`config.mk`:
```
export PLATFORM = sky130hd
export DESIGN_NAME = vram_arbiter
export DESIGN_NICKNAME = d
export VERILOG_FILES = /design/src/rtl/vram_arbiter.sv
export SDC_FILE = /design/constraint.sdc
export NUM_CORES = 1
export LEC_CHECK = 0
export BUFFER_PORTS_ARGS = -buffer_cell sky130_fd_sc_hd__buf_4
export CORE_MARGIN = 1
export CORE_UTILIZATION = 46
export CTS_CLUSTER_SIZE = 16
export DETAILED_ROUTE_END_ITERATION = 7
export GPL_TIMING_DRIVEN = 1
export PLACE_DENSITY = 0.79
export SLEW_MARGIN = 5
export SYNTH_ARGS = -nofsm -noshare
export SYNTH_HDL_FRONTEND = slang
export SYNTH_SLANG_ARGS = --single-unit
```
`constraint.sdc`:
```
create_clock -name clk -period 1.54 [get_ports clk]
set_input_delay 0.077 -clock clk [delete_from_list [all_inputs] [get_ports clk]]
set_output_delay 0.077 -clock clk [all_outputs]
set_load 0.005 [all_outputs]
```
`src/rtl/vram_arbiter.sv`:
```
// Single-port VRAM arbiter: VGA fetch > clear-screen engine > CPU, with a 2-stage read tag pipeline.
// The clear-screen engine is compiled in only when VRAM_CLEAR_EN is defined.
module vram_arbiter #(
    parameter int            AW       = 11,
    parameter int            DW       = 19,
    parameter int            DEPTH    = 2048,
    parameter logic [DW-1:0] CLR_WORD = 19'h60020
) (
    input  logic          clk,
    input  logic          rst_n,
    input  logic          vga_req,
    input  logic [AW-1:0] vga_addr,
    output logic          vga_valid,
    output logic [DW-1:0] vga_data,
    input  logic          cpu_req,
    input  logic          cpu_we,
    input  logic [AW-1:0] cpu_addr,
    input  logic [DW-1:0] cpu_wdata,
    output logic          cpu_ack,
    output logic [DW-1:0] cpu_rdata,
    input  logic          clr_start,
    output logic          clr_busy,
    output logic          vram_we,
    output logic [AW-1:0] vram_addr,
    output logic [DW-1:0] vram_din,
    input  logic [DW-1:0] vram_dout
);

    typedef enum logic [1:0] {
        TAG_NONE = 2'd0,
        TAG_VGA  = 2'd1,
        TAG_CPU  = 2'd2
    } tag_t;

    tag_t          tag_issue;
    tag_t          tag_capture;
    logic          wr_ack_pend;
    logic          cpu_busy;
    logic          grant_vga;
    logic          grant_clr;
    logic          grant_cpu;
    logic [AW-1:0] clr_cnt;

`ifdef VRAM_CLEAR_EN
    // state    | meaning
    // CLR_IDLE | no clear in progress, clr_start accepted
    // CLR_RUN  | writing CLR_WORD at clr_cnt in every slot VGA leaves free
    typedef enum logic {
        CLR_IDLE = 1'b0,
        CLR_RUN  = 1'b1
    } clr_state_t;

    clr_state_t clr_state;
    clr_state_t clr_state_nxt;
    logic       clr_last;

    assign clr_last  = (clr_cnt == AW'(DEPTH - 1));
    assign grant_clr = clr_busy && !vga_req;

    always_ff @(posedge clk or negedge rst_n) begin
        if (!rst_n) begin
            clr_state <= CLR_IDLE;
        end else begin
            clr_state <= clr_state_nxt;
        end
    end

    always_comb begin
        clr_state_nxt = clr_state;
        case (clr_state)
            CLR_IDLE: if (clr_start) clr_state_nxt = CLR_RUN;
            CLR_RUN:  if (grant_clr && clr_last) clr_state_nxt = CLR_IDLE;
            default:  clr_state_nxt = CLR_IDLE;
        endcase
    end

    always_comb begin
        clr_busy = (clr_state == CLR_RUN);
    end

    // Counter parks on the last address instead of wrapping
    always_ff @(posedge clk or negedge rst_n) begin
        if (!rst_n) begin
            clr_cnt <= '0;
        end else if (clr_state == CLR_IDLE && clr_start) begin
            clr_cnt <= '0;
        end else if (grant_clr && !clr_last) begin
            clr_cnt <= clr_cnt + 1'b1;
        end
    end
`else
    logic unused_clr;

    assign clr_busy   = 1'b0;
    assign grant_clr  = 1'b0;
    assign clr_cnt    = '0;
    assign unused_clr = clr_start ^ (^CLR_WORD) ^ DEPTH[0];
`endif

    assign grant_vga = vga_req;
    assign grant_cpu = cpu_req && !cpu_busy && !cpu_ack && !clr_busy && !vga_req;

    always_ff @(posedge clk or negedge rst_n) begin
        if (!rst_n) begin
            vram_we     <= 1'b0;
            vram_addr   <= '0;
            vram_din    <= '0;
            tag_issue   <= TAG_NONE;
            tag_capture <= TAG_NONE;
            wr_ack_pend <= 1'b0;
            cpu_busy    <= 1'b0;
            vga_valid   <= 1'b0;
            vga_data    <= '0;
            cpu_ack     <= 1'b0;
            cpu_rdata   <= '0;
        end else begin
            vram_we     <= 1'b0;
            tag_issue   <= TAG_NONE;
            wr_ack_pend <= 1'b0;
            if (grant_vga) begin
                vram_addr <= vga_addr;
                tag_issue <= TAG_VGA;
            end else if (grant_clr) begin
                vram_we   <= 1'b1;
                vram_addr <= clr_cnt;
                vram_din  <= CLR_WORD;
            end else if (grant_cpu) begin
                vram_addr <= cpu_addr;
                if (cpu_we) begin
                    vram_we     <= 1'b1;
                    vram_din    <= cpu_wdata;
                    wr_ack_pend <= 1'b1;
                end else begin
                    tag_issue <= TAG_CPU;
                end
            end

            // VRAM registers its output, so the capture stage lines up with vram_dout
            tag_capture <= tag_issue;
            vga_valid   <= (tag_capture == TAG_VGA);
            if (tag_capture == TAG_VGA) begin
                vga_data <= vram_dout;
            end
            cpu_ack <= (tag_capture == TAG_CPU) || wr_ack_pend;
            if (tag_capture == TAG_CPU) begin
                cpu_rdata <= vram_dout;
            end

            if (grant_cpu) begin
                cpu_busy <= 1'b1;
            end else if (cpu_ack) begin
                cpu_busy <= 1'b0;
            end
        end
    end

endmodule

```
Yosys cells after proc, flatten, opt, wreduce, memory -nomap -nowiden
Index checks and enable logic that the tools add are counted.
Word-level totals
  register bits: 76
  bits in latches: 0
  RAM bits: 0
  bits in read-only memories: 0
  output and inout bits: 72
  logic and storage cells: 33
  memories: 0
Operators by class
  add/subtract/negate cells: 0
  $mul: 0
  divide/modulo/power cells: 0
  magnitude comparators: 0
  equality and inequality tests: 2
  shifts and indexed selects: 0
  multiplexer cells: 10
  bitwise gates (word level): 1
  reductions and logical operators: 10
Operators with widths (number)
  2-to-1 mux 11 bit: 2
  2-to-1 mux 2 bit: 3
  2-to-1 mux 1 bit: 5
  nonzero test 2 bit: 2
  logical AND 1 bit: 3
  zero test 1 bit: 3
  AND reduction 3 bit: 1
  equality test 2 x 1 -> 1 bit (second input constant): 1
  equality test 2 bit (second input constant): 1
  logical OR 1 bit: 1
  inverter 1 bit: 1

Longest topological paths before layout
Gate-level depths: netlist of run 1.
  word-level depth: 6
  gate-level depth with buffers: 4

Least setup slack after synthesis of run 1
No wires, ideal clock.
  kind: reg2reg
  start point: reg cpu_busy
  end point: reg vram_din[0]
  library setup time: 0.125 ns
  data arrival time: 1.208 ns
  path slack: 0.207 ns
  stages on the path, launching flop included: 5
  buffers on the path: 1
  cells stage by stage: dfrtp_1 -> nor4b_2 -> nand2_1 -> buf_6 -> mux2_4
On the way
  cells in the longest elaborated chain, start to end: 5
RTL lines
  start, declared: RTL line 38  | logic cpu_busy;
  start signal, assigned: RTL line 111  | cpu_busy <= 1'b0;
  start signal, assigned: RTL line 150  | cpu_busy <= 1'b1;
  start signal, assigned: RTL line 152  | cpu_busy <= 1'b0;
  zero test 1 bit: RTL line 101  | assign grant_cpu = cpu_req && !cpu_busy && !cpu_ack && !clr_busy && !vga_req;
  logical AND 1 bit (3 in series): RTL line 101
  AND reduction 3 bit (no source line)
  end signal, assigned: RTL line 131  | vram_din <= cpu_wdata;
  end, declared: RTL line 25  | output logic [DW-1:0] vram_din,
No other way between the ends.
A chain may end at the register's enable or synchronous reset.

Worst setup path after layout of run 1
  start point: reg cpu_busy
  end point: reg vram_din[11]
The elaborated chain is that of the path after synthesis.

==> metrics.txt, run 1 <==
# TYPE chip_impl_metric gauge
chip_impl_info{name="run_status",value="complete, no violations"} 1
chip_impl_metric{name="area_delta_synth_final",unit="%"} 61.1
chip_impl_metric{name="finish.cell_count_without_fillers",unit=""} 446
chip_impl_info{name="cts_tree",value="done"} 1
chip_impl_info{name="hold_crit_class",value="in -> reg"} 1
chip_impl_metric{name="dpl-instance-area",unit="sq um"} 4150
chip_impl_info{name="clk_root_buffer_cell",value="sky130_fd_sc_hd__clkbuf_8"} 1
chip_impl_metric{name="postSynthAreaPerCell",unit="sq um"} 16.8
chip_impl_metric{name="drive_gt1_share",unit="%"} 65.0
chip_impl_metric{name="antenna_cells_inserted",unit=""} 0
chip_impl_metric{name="detailroute.via_count",unit=""} 2119
chip_impl_metric{name="cts.clk_slew.worst_paths",unit="ns"} 0.07
chip_impl_metric{name="core-area",unit="sq um"} 6310
chip_impl_metric{name="initial_utilization",unit="%"} 47.5
chip_impl_metric{name="tns",unit="ns"} 0
chip_impl_metric{name="placedCellCount",unit=""} 390
chip_impl_metric{name="num-fill-cells",unit=""} 426
chip_impl_metric{name="crit_path_max_fanout",unit=""} 19
chip_impl_metric{name="placementRows",unit=""} 29
chip_impl_metric{name="min_path_cells",unit=""} 3
chip_impl_metric{name="layout_setup_ws",unit="ns"} 0.0554
chip_impl_metric{name="finish.net_count",unit=""} 430
chip_impl_metric{name="drtPass1Iterations",unit=""} 4
chip_impl_metric{name="cts.sinks",unit=""} 76
chip_impl_metric{name="synth.yosys.warnings",unit=""} 0
chip_impl_metric{name="postSynthCellCount",unit=""} 178
chip_impl_info{name="reg2reg_from",value="cpu_busy"} 1
chip_impl_metric{name="fp.dieArea",unit="sq um"} 6850
chip_impl_metric{name="viasPerCell",unit=""} 4.75
chip_impl_metric{name="ctsHtreeMaxLevel",unit=""} 3
chip_impl_metric{name="post_detailed_route_wirelength_per_cell",unit="um"} 15.0
chip_impl_metric{name="number_of_global_route_vias_before_repair",unit=""} 2169
chip_impl_info{name="worstReg2RegEnd",value="vram_din[11]"} 1
chip_impl_metric{name="syn-num-nets",unit=""} 244
chip_impl_metric{name="synth_area",unit="sq um"} 3000
chip_impl_metric{name="grtUsageTotal",unit="%"} 19.5
chip_impl_metric{name="post-route-drc-count",unit=""} 0
chip_impl_metric{name="setup.reg_to_reg.worst_slack",unit="ns"} 0.06
chip_impl_metric{name="cts_buffers",unit=""} 9
chip_impl_metric{name="max_cap_violations",unit=""} 0
chip_impl_metric{name="critical_path_required",unit="ns"} 1.75
chip_impl_metric{name="clock_skew",unit="ns"} 0.0113
chip_impl_metric{name="final_period_minus_worst_setup_slack",unit="ns"} 1.48
chip_impl_metric{name="pre_cts_ws",unit="ns"} 0.0444
chip_impl_metric{name="routabilityCongestion",unit=""} 0.698
chip_impl_metric{name="place.detailed.hpwl",unit="um"} 4490
chip_impl_metric{name="rr_worst_depth",unit=""} 4
chip_impl_metric{name="power_density",unit="nW/um^2"} 1380
chip_impl_metric{name="global_route.overflow_total",unit=""} 0
chip_impl_metric{name="final_period_util",unit="%"} 96.4
chip_impl_metric{name="clk_path_buf_depth",unit=""} 2
chip_impl_metric{name="dieWidth",unit="um"} 82.7
chip_impl_info{name="grt_setup_unrepaired",value="false"} 1
chip_impl_metric{name="final_max_slew_viol_count",unit=""} 0
chip_impl_metric{name="fin_total_pwr",unit="W"} 0.00667
chip_impl_metric{name="place.port_buffers",unit=""} 135
chip_impl_metric{name="antenna_violations_before_repair",unit=""} 0
chip_impl_info{name="critPathKind",value="reg -> reg"} 1
chip_impl_metric{name="synth.yosys.seq_area_share",unit="%"} 63.4
chip_impl_info{name="startpoint",value="cpu_busy"} 1
chip_impl_metric{name="ios",unit=""} 138
chip_impl_metric{name="setup_viol",unit=""} 0
chip_impl_metric{name="post_cts_setup_repair_buffer_count",unit=""} 0
chip_impl_metric{name="grt_first_pass_wirelength",unit="um"} 9690
chip_impl_metric{name="finalHoldViolCount",unit=""} 0
chip_impl_info{name="mostFrequentLayoutCell",value="sky130_fd_sc_hd__buf_4"} 1
chip_impl_metric{name="yosys.cell_types.count",unit=""} 14
chip_impl_metric{name="grt_max_degree",unit=""} 42
chip_impl_info{name="start_kind",value="flip-flop"} 1
chip_impl_info{name="timing.critical_path.to",value="vram_din[11]"} 1
chip_impl_metric{name="height_of_the_die",unit="um"} 82.7
chip_impl_info{name="most_frequent_cells_in_the_layout",value="sky130_fd_sc_hd__buf_4 (141), sky130_fd_sc_hd__dfrtp_1 (76), sky130_fd_sc_hd__mux2_2 (60)"} 1
chip_impl_metric{name="vdd.ir_drop.worst",unit="V"} 0.000814
chip_impl_metric{name="cellLeakagePower",unit="nW"} 2.40
chip_impl_metric{name="final_design_area_no_fill",unit="sq um"} 4830
chip_impl_metric{name="synth.ff_latch_count",unit=""} 76
chip_impl_metric{name="clock_insertion_delay_worst_skew",unit="ns"} 0.33
chip_impl_metric{name="max_freq",unit="MHz"} 674
chip_impl_metric{name="postRouteAntennaNets",unit=""} 0
chip_impl_metric{name="wirelength",unit="um"} 6670
chip_impl_info{name="end_kind",value="flip-flop"} 1
chip_impl_metric{name="initialDrtViolationCount",unit=""} 35
chip_impl_metric{name="arrival",unit="ns"} 1.69
==> cell families after synthesis <==
| logic type | Yosys count | synth area share, % |
|---|---|---|
| DFF | 76 | 63.4 |
| muxes | 79 | 32.0 |
| other | 1 | 0.125 |
| and+or+nand+nor | 8 | 1.71 |
| AOI/OAI and AO/OA | 2 | 0.334 |
| buffers and inverters | 12 | 2.38 |
==> final cells by class <==
cell class,count,area [sq um],area share (%)
sequential,76,1900,39.4
clock inverter,3,90.1,1.86
multi-input combinational,90,1030,21.4
timing repair buffer,184,1520,31.4
clock buffer,13,179,3.70
inverter,3,11.3,0.233
tap,77,96.3,1.99
==> repair_timing <==
action	4_1_cts	5_1_grt
gates resized for setup	0	1
endpoints found under the hold margin	134	0
hold buffers	40	0
setup endpoints to repair	0	11
==> worst min path at each step <==
stage | from | end
finish | cpu_req | cpu_busy
global route | vga_req | tag_issue[1]
CTS | vga_req | tag_issue[1]
detailed placement | rst_n | vga_data[1]
global placement | rst_n | cpu_rdata[1]
floorplan | rst_n | cpu_ack
==> metrics by stage <==
step | utilization, % | hold slack, ns
after detailed placement | 65.8 | -0.0397
after floorplan | - | -0.219
after global placement | 65.8 | -0.0434
final | 76.5 | 0.0395
after global routing | 76.5 | 0.0334
after CTS | 76.4 | 0.0197
==> critical path: stages (launching register included) <==
cell and delay (ns):
sky130_fd_sc_hd__dfrtp_1 0.42, sky130_fd_sc_hd__nor4b_4 0.29, sky130_fd_sc_hd__nand2_1 0.15, sky130_fd_sc_hd__buf_12 0.19
sky130_fd_sc_hd__mux2_4 0.31
==> cell usage after synthesis (all sizes together) <==
master | n | area (sq um)
mux2 | 79 | 961
a21oi | 2 | 10.0
nor2b | 1 | 6.26
inv | 3 | 11.3
nor2 | 2 | 7.51
conb | 1 | 3.75
nand2b | 3 | 18.8
buf | 9 | 60.1
nand2 | 1 | 3.75
dfrtp | 76 | 1900
nor4b | 1 | 15.0
==> registers in the layout, indices dropped and copies added, names as in the netlist <==
name	count
vram_addr	11
cpu_busy	1
vga_data	19
wr_ack_pend	1
cpu_rdata	19
cpu_ack	1
vram_din	19
tag_issue	2
tag_capture	2
vga_valid	1
==> where the power goes <==
group / internal [W] / switching (W) / leakage [nW]
combinational: 0.00136 / 0.000544 / 1.36
clock: 0.00125 / 0.000676 / 0.136
sequential: 0.00253 / 0.000314 / 0.905
total: 0.00514 / 0.00153 / 2.40
==> layer usage <==
layer | up-vias | global-route usage [%] | share of wire (%)
met1 | 1035 | 21.5 | 38
met2 | 88 | 34.9 | 54
met5 | - | 0 | 0
met4 | 0 | 9.14 | 1.8
met3 | 9 | 5.05 | 6.1
li1 | 987 | - | -
No activity file was read; power rests on OpenSTA's default activity.
==> run 2, diff against run 1 <==
--- a/config.mk
+++ b/config.mk
@@ -6,12 +6,14 @@
 export NUM_CORES = 1
 export LEC_CHECK = 0
 export BUFFER_PORTS_ARGS = -buffer_cell sky130_fd_sc_hd__buf_4
+export CELL_PAD_IN_SITES_DETAIL_PLACEMENT = 1
+export CELL_PAD_IN_SITES_GLOBAL_PLACEMENT = 2
 export CORE_MARGIN = 1
-export CORE_UTILIZATION = 46
+export CORE_UTILIZATION = 30
 export CTS_CLUSTER_SIZE = 16
 export DETAILED_ROUTE_END_ITERATION = 7
 export GPL_TIMING_DRIVEN = 1
-export PLACE_DENSITY = 0.79
+export PLACE_DENSITY_LB_ADDON = 0.1
 export SLEW_MARGIN = 5
 export SYNTH_ARGS = -nofsm -noshare
 export SYNTH_HDL_FRONTEND = slang
==> run 2 against run 1 <==
Compared with the run above: design area rose by 0.70%; sequential power barely moved; die area up 52%; via count increased by 2.5%.
==> metrics.txt, run 2 (synthesis results as in run 1) <==
# TYPE chip_impl_metric gauge
chip_impl_info{name="critPathKind",value="in -> reg"} 1
chip_impl_info{name="run_status",value="complete, no violations"} 1
chip_impl_metric{name="final_max_slew_viol_count",unit=""} 0
chip_impl_metric{name="setup.reg_to_reg.worst_slack",unit="ns"} 0.10
chip_impl_metric{name="grt_max_degree",unit=""} 51
chip_impl_metric{name="clk_path_buf_depth",unit=""} 2
chip_impl_metric{name="internal_power_summed_over_all_cells",unit="W"} 0.00479
chip_impl_metric{name="pre_cts_ws",unit="ns"} 0.106
chip_impl_metric{name="place.port_buffers",unit=""} 135
chip_impl_metric{name="grt_first_pass_wirelength",unit="um"} 11400
chip_impl_metric{name="crit_path_max_fanout",unit=""} 10
chip_impl_metric{name="height_of_the_die",unit="um"} 102
chip_impl_info{name="largest_registers_ranked_by_flip_flop_count",value="cpu_rdata: 19 flops, vga_data: 19 flops, vram_din: 19 flops"} 1
chip_impl_metric{name="post_detailed_route_wirelength_per_cell",unit="um"} 14.2
chip_impl_metric{name="ctsHtreeMaxLevel",unit=""} 3
chip_impl_metric{name="global_route.overflow_total",unit=""} 0
chip_impl_metric{name="drive_gt1_share",unit="%"} 64.4
chip_impl_metric{name="cts.clk_slew.worst_paths",unit="ns"} 0.07
chip_impl_info{name="maxUsedRoutingLayer",value="met4"} 1
chip_impl_metric{name="clock_skew",unit="ns"} 0.00859
chip_impl_metric{name="area_delta_synth_final",unit="%"} 62.2
chip_impl_metric{name="fp.dieArea",unit="sq um"} 10400
chip_impl_metric{name="arrival",unit="ns"} 1.70
chip_impl_metric{name="tns",unit="ns"} 0
chip_impl_metric{name="clock_insertion_delay_worst_skew",unit="ns"} 0.34
chip_impl_metric{name="place.detailed.hpwl",unit="um"} 4880
chip_impl_info{name="start_kind",value="input port"} 1
chip_impl_info{name="mostFrequentLayoutCell",value="sky130_fd_sc_hd__buf_4"} 1
chip_impl_metric{name="postRouteAntennaNets",unit=""} 0
chip_impl_metric{name="finalHoldViolCount",unit=""} 0
chip_impl_metric{name="initial_utilization",unit="%"} 30.8
chip_impl_metric{name="max_cap_violations",unit=""} 0
chip_impl_metric{name="cts_buffers",unit=""} 9
chip_impl_metric{name="placementRows",unit=""} 36
chip_impl_metric{name="grtUsageTotal",unit="%"} 14.4
chip_impl_info{name="end_kind",value="flip-flop"} 1
chip_impl_metric{name="wl_met3",unit="um"} 459
chip_impl_metric{name="final_period_util",unit="%"} 96.4
chip_impl_metric{name="dieWidth",unit="um"} 102
chip_impl_metric{name="routabilityCongestion",unit=""} 0.631
chip_impl_metric{name="drt-met1-wl",unit="um"} 3080
chip_impl_metric{name="p_switching",unit="W"} 0.00154
chip_impl_metric{name="ios",unit=""} 138
chip_impl_metric{name="detailroute.via_count",unit=""} 2171
chip_impl_metric{name="viasPerCell",unit=""} 4.31
chip_impl_info{name="clk_root_buffer_cell",value="sky130_fd_sc_hd__clkbuf_8"} 1
chip_impl_metric{name="power_density",unit="nW/um^2"} 1300
chip_impl_metric{name="setup_viol",unit=""} 0
chip_impl_metric{name="initialDrtViolationCount",unit=""} 24
chip_impl_metric{name="drtPass1Iterations",unit=""} 2
chip_impl_metric{name="core-area",unit="sq um"} 9730
chip_impl_metric{name="antenna_violations_before_repair",unit=""} 0
chip_impl_metric{name="max_freq",unit="MHz"} 673
chip_impl_metric{name="layout_setup_ws",unit="ns"} 0.0547
chip_impl_metric{name="vdd.ir_drop.worst",unit="V"} 0.000508
chip_impl_metric{name="sequentialPowerShare",unit="%"} 44.5
chip_impl_metric{name="finish.net_count",unit=""} 433
chip_impl_metric{name="met2_wl_post_dr",unit="um"} 3490
chip_impl_metric{name="cts.sinks",unit=""} 76
chip_impl_info{name="hold_crit_class",value="in -> reg"} 1
chip_impl_info{name="cts_tree",value="done"} 1
chip_impl_info{name="grt_setup_unrepaired",value="false"} 1
chip_impl_metric{name="critical_path_required",unit="ns"} 1.76
chip_impl_metric{name="comb_power_share",unit="%"} 30.2
chip_impl_metric{name="final_period_minus_worst_setup_slack",unit="ns"} 1.49
chip_impl_metric{name="antenna_cells_inserted",unit=""} 0
chip_impl_metric{name="final_util",unit="%"} 50.0
chip_impl_metric{name="number_of_global_route_vias_before_repair",unit=""} 2299
chip_impl_metric{name="tightest_hold_margin",unit="ns"} 0.103
chip_impl_metric{name="post-route-drc-count",unit=""} 0
chip_impl_metric{name="wirelength",unit="um"} 7160
chip_impl_metric{name="cellLeakagePower",unit="nW"} 2.37
chip_impl_metric{name="clock_power_share",unit="%"} 25.3
chip_impl_info{name="most_frequent_cells_in_the_layout",value="sky130_fd_sc_hd__buf_4 (142), sky130_fd_sc_hd__dfrtp_1 (76), sky130_fd_sc_hd__mux2_2 (60)"} 1
chip_impl_metric{name="swShare",unit="%"} 24.4
==> run 2: cell count changes in the layout (fill, tap and decap cells not counted) <==
cell                            change
sky130_fd_sc_hd__buf_4              +1
sky130_fd_sc_hd__clkinvlp_4         +1
sky130_fd_sc_hd__bufinv_16          -1
sky130_fd_sc_hd__dlygate4sd3_1      +2
sky130_fd_sc_hd__clkbuf_8           -4
sky130_fd_sc_hd__clkbuf_1           +1
sky130_fd_sc_hd__clkinv_2           +2
==> run 2: repair_timing <==
item	4_1_cts	5_1_grt
hold endpoints to repair	86	0
endpoints found under the setup margin	0	19
setup buffers	0	0
gates resized for setup	0	1
hold buffers	42	0
==> run 2: routing by layer <==
layer / vias to the layer above / global-route usage, %
li1: 995 / -
met3: 11 / 3.90
met5: - / 0
met2: 87 / 23.5
met1: 1078 / 17.7
met4: 0 / 7.03
==> run 2: critical path, stage by stage <==
cell and delay, ns:
sky130_fd_sc_hd__dlygate4sd3_1 0.53, sky130_fd_sc_hd__buf_4 0.18, sky130_fd_sc_hd__nor4b_4 0.28, sky130_fd_sc_hd__nand2_1 0.11, sky130_fd_sc_hd__buf_4 0.21, sky130_fd_sc_hd__mux2_4 0.31
==> run 2: worst paths after layout <==
kind | from | end | cells past startpoint
worst max-delay path | vga_req | vram_din[12] | 6
worst min-delay path | cpu_addr[2] | vram_addr[2] | 3
worst max register to register | cpu_ack | vram_din[12] | 4
worst min register to register | tag_issue[1] | tag_capture[1] | 0
max in group asynchronous | rst_n | cpu_rdata[4] | 3
min in group asynchronous | rst_n | vga_data[2] | 2
==> run 2: cell type report <==
cell class,count,area [sq um]
fillers,999,4860
repair buffers,187,1550
clock inverters,5,77.6
clock buffers,10,128
well taps,133,166
flip-flops and latches,76,1900
inverters,3,11.3
multi-input cells,90,1030
==> run 2: power groups by stage <==
stage          logic [W]  registers [W]  clock network, W
6_report         0.00191        0.00282           0.00160
2_1_floorplan   0.000681        0.00287                 0
3_3_place_gp     0.00182        0.00284                 0
3_5_place_dp     0.00185        0.00285                 0
4_1_cts          0.00193        0.00282           0.00168
5_1_grt          0.00207        0.00288           0.00174
==> run 2: metrics by stage <==
step / power, W / cell area, sq um / instances
final: 0.00633 / 4870 / 504
after global routing: 0.00670 / 4870 / 504
after CTS: 0.00643 / 4860 / 504
after detailed placement: 0.00469 / 4230 / 447
after global placement: 0.00466 / 4230 / 447
after floorplan: 0.00355 / 3000 / 178
==> run 3, diff against run 2 <==
--- a/config.mk
+++ b/config.mk
@@ -5,6 +5,7 @@
 export SDC_FILE = /design/constraint.sdc
 export NUM_CORES = 1
 export LEC_CHECK = 0
+export ABC_CLOCK_PERIOD_IN_PS = 1540
 export BUFFER_PORTS_ARGS = -buffer_cell sky130_fd_sc_hd__buf_4
 export CELL_PAD_IN_SITES_DETAIL_PLACEMENT = 1
 export CELL_PAD_IN_SITES_GLOBAL_PLACEMENT = 2
@@ -13,7 +14,8 @@
 export CTS_CLUSTER_SIZE = 16
 export DETAILED_ROUTE_END_ITERATION = 7
 export GPL_TIMING_DRIVEN = 1
-export PLACE_DENSITY_LB_ADDON = 0.1
+export PLACE_DENSITY_LB_ADDON = 0.08
+export SKIP_LAST_GASP = 1
 export SLEW_MARGIN = 5
 export SYNTH_ARGS = -nofsm -noshare
 export SYNTH_HDL_FRONTEND = slang
==> run 3 against run 2 <==
Compared with the run above: clock skew down 0.00096 ns; non-clock buffer count down 2; final cell count down 0.20%; clock-buffer cell count up 1; sequential power about the same; register-to-register slack worse by 0.02 ns; die area unchanged; global-route usage up 0.62 points; design area down 1.1%.
==> metrics.txt, run 3 (synthesis results as in run 1) <==
# TYPE chip_impl_metric gauge
chip_impl_metric{name="crit_path_max_fanout",unit=""} 10
chip_impl_info{name="hold_crit_class",value="in -> reg"} 1
chip_impl_metric{name="post_detailed_route_wirelength_per_cell",unit="um"} 14.8
chip_impl_metric{name="cts.clk_slew.worst_paths",unit="ns"} 0.08
chip_impl_metric{name="num-fill-cells",unit=""} 1035
chip_impl_metric{name="clock_skew",unit="ns"} 0.00764
chip_impl_info{name="largest_registers_ranked_by_flip_flop_count",value="cpu_rdata: 19 flops, vga_data: 19 flops, vram_din: 19 flops"} 1
chip_impl_metric{name="critical_path_required",unit="ns"} 1.77
chip_impl_metric{name="grtUsageTotal",unit="%"} 15.1
chip_impl_metric{name="global_route.overflow_total",unit=""} 0
chip_impl_metric{name="clock_insertion_delay_worst_skew",unit="ns"} 0.34
chip_impl_metric{name="placementRows",unit=""} 36
chip_impl_metric{name="dieWidth",unit="um"} 102
chip_impl_metric{name="cts.sinks",unit=""} 76
chip_impl_metric{name="max_freq",unit="MHz"} 683
chip_impl_metric{name="power_density",unit="nW/um^2"} 1280
chip_impl_metric{name="place.port_buffers",unit=""} 135
chip_impl_metric{name="drtPass1Iterations",unit=""} 4
chip_impl_metric{name="cellLeakagePower",unit="nW"} 2.34
chip_impl_metric{name="finish.net_count",unit=""} 431
chip_impl_info{name="most_frequent_cells_in_the_layout",value="sky130_fd_sc_hd__buf_4 (141), sky130_fd_sc_hd__dfrtp_1 (76), sky130_fd_sc_hd__mux2_2 (60)"} 1
chip_impl_metric{name="height_of_the_die",unit="um"} 102
chip_impl_metric{name="area_delta_synth_final",unit="%"} 60.5
chip_impl_metric{name="vdd.ir_drop.worst",unit="V"} 0.000452
chip_impl_metric{name="placedCellCount",unit=""} 446
chip_impl_info{name="clk_root_buffer_cell",value="sky130_fd_sc_hd__clkbuf_8"} 1
chip_impl_metric{name="routabilityCongestion",unit=""} 0.671
chip_impl_metric{name="setup_viol",unit=""} 0
chip_impl_info{name="run_status",value="complete, no violations"} 1
chip_impl_metric{name="layout_setup_ws",unit="ns"} 0.0752
chip_impl_info{name="end_kind",value="flip-flop"} 1
chip_impl_info{name="critPathKind",value="reg -> reg"} 1
chip_impl_metric{name="max_cap_violations",unit=""} 0
chip_impl_metric{name="final_util",unit="%"} 49.5
chip_impl_metric{name="grt_max_degree",unit=""} 50
chip_impl_metric{name="pre_cts_ws",unit="ns"} 0.0636
chip_impl_metric{name="holdBufCountCts",unit=""} 41
chip_impl_info{name="mostFrequentLayoutCell",value="sky130_fd_sc_hd__buf_4"} 1
chip_impl_metric{name="wirelength",unit="um"} 7430
chip_impl_metric{name="final_period_minus_worst_setup_slack",unit="ns"} 1.46
chip_impl_metric{name="finalHoldViolCount",unit=""} 0
chip_impl_metric{name="drive_gt1_share",unit="%"} 64.6
chip_impl_metric{name="post-route-drc-count",unit=""} 0
chip_impl_metric{name="detailroute.via_count",unit=""} 2154
chip_impl_metric{name="arrival",unit="ns"} 1.69
chip_impl_metric{name="grt_first_pass_wirelength",unit="um"} 11800
chip_impl_metric{name="tightest_hold_margin",unit="ns"} 0.0266
chip_impl_metric{name="final_max_slew_viol_count",unit=""} 0
chip_impl_metric{name="core-area",unit="sq um"} 9730
chip_impl_metric{name="place.detailed.hpwl",unit="um"} 4800
chip_impl_metric{name="finish.cell_count_without_fillers",unit=""} 503
chip_impl_metric{name="ctsResizeCount",unit=""} 0
chip_impl_metric{name="clk_path_buf_depth",unit=""} 2
chip_impl_metric{name="initial_utilization",unit="%"} 30.8
chip_impl_metric{name="cts_buffers",unit=""} 9
chip_impl_metric{name="post_cts_setup_repair_buffer_count",unit=""} 0
chip_impl_info{name="cts_tree",value="done"} 1
chip_impl_metric{name="postRouteAntennaNets",unit=""} 0
chip_impl_metric{name="viasPerCell",unit=""} 4.28
chip_impl_metric{name="antenna_cells_inserted",unit=""} 0
chip_impl_metric{name="antenna_violations_before_repair",unit=""} 0
chip_impl_metric{name="fp.dieArea",unit="sq um"} 10400
chip_impl_metric{name="number_of_global_route_vias_before_repair",unit=""} 2338
chip_impl_metric{name="ios",unit=""} 138
chip_impl_info{name="grt_setup_unrepaired",value="false"} 1
chip_impl_info{name="start_kind",value="flip-flop"} 1
chip_impl_metric{name="final_period_util",unit="%"} 95.1
chip_impl_metric{name="ctsHtreeMaxLevel",unit=""} 3
chip_impl_metric{name="tns",unit="ns"} 0
chip_impl_metric{name="initialDrtViolationCount",unit=""} 34
==> run 3: final timing paths <==
kind | from | to | slack (ns) | cells after the start
max reg2reg | cpu_busy | vram_din[2] | 0.08 | 4
min reg2reg | tag_issue[1] | tag_capture[1] | 0.35 | 0
min | vga_req | tag_issue[1] | 0.03 | 3
max in group asynchronous | rst_n | vram_addr[4] | 0.71 | 3
min in group asynchronous | rst_n | vga_data[1] | 0.21 | 2
max | cpu_busy | vram_din[2] | 0.08 | 4
==> run 3: layer usage <==
metal | GRT usage [%] | wire [um]
met1 | 18.6 | 3170
met2 | 24.6 | 3600
met3 | 3.76 | 491
met4 | 7.47 | 165
met5 | 0 | 0
==> run 3: critical path, cell delays in order (launching register included) <==
cell,delay (ns)
sky130_fd_sc_hd__dfrtp_1,0.40
sky130_fd_sc_hd__nor4b_2,0.28
sky130_fd_sc_hd__nand2_1,0.13
sky130_fd_sc_hd__buf_4,0.22
sky130_fd_sc_hd__mux2_4,0.32
==> run 3: final cells by class <==
| cell class | count | area [sq um] | share of cell area (%) |
|---|---|---|---|
| clock buffers | 11 | 141 | 2.94 |
| clock inverters | 5 | 36.3 | 0.754 |
| inverters | 3 | 11.3 | 0.234 |
| multi-input cells | 90 | 1030 | 21.3 |
| flip-flops and latches | 76 | 1900 | 39.5 |
| well taps | 133 | 166 | 3.46 |
| repair buffers | 185 | 1530 | 31.8 |
==> run 3: metrics by stage <==
| stage | power (W) | cell area (sq um) |
|---|---|---|
| 2_1_floorplan | 0.00355 | 3000 |
| 3_3_place_gp | 0.00466 | 4220 |
| 3_5_place_dp | 0.00470 | 4220 |
| 4_1_cts | 0.00624 | 4810 |
| 5_1_grt | 0.00652 | 4810 |
| 6_report | 0.00615 | 4810 |
==> run 3: power breakdown <==
group / switching [W] / internal [W]
logic: 0.000568 / 0.00136
registers: 0.000296 / 0.00253
clock network: 0.000766 / 0.000633
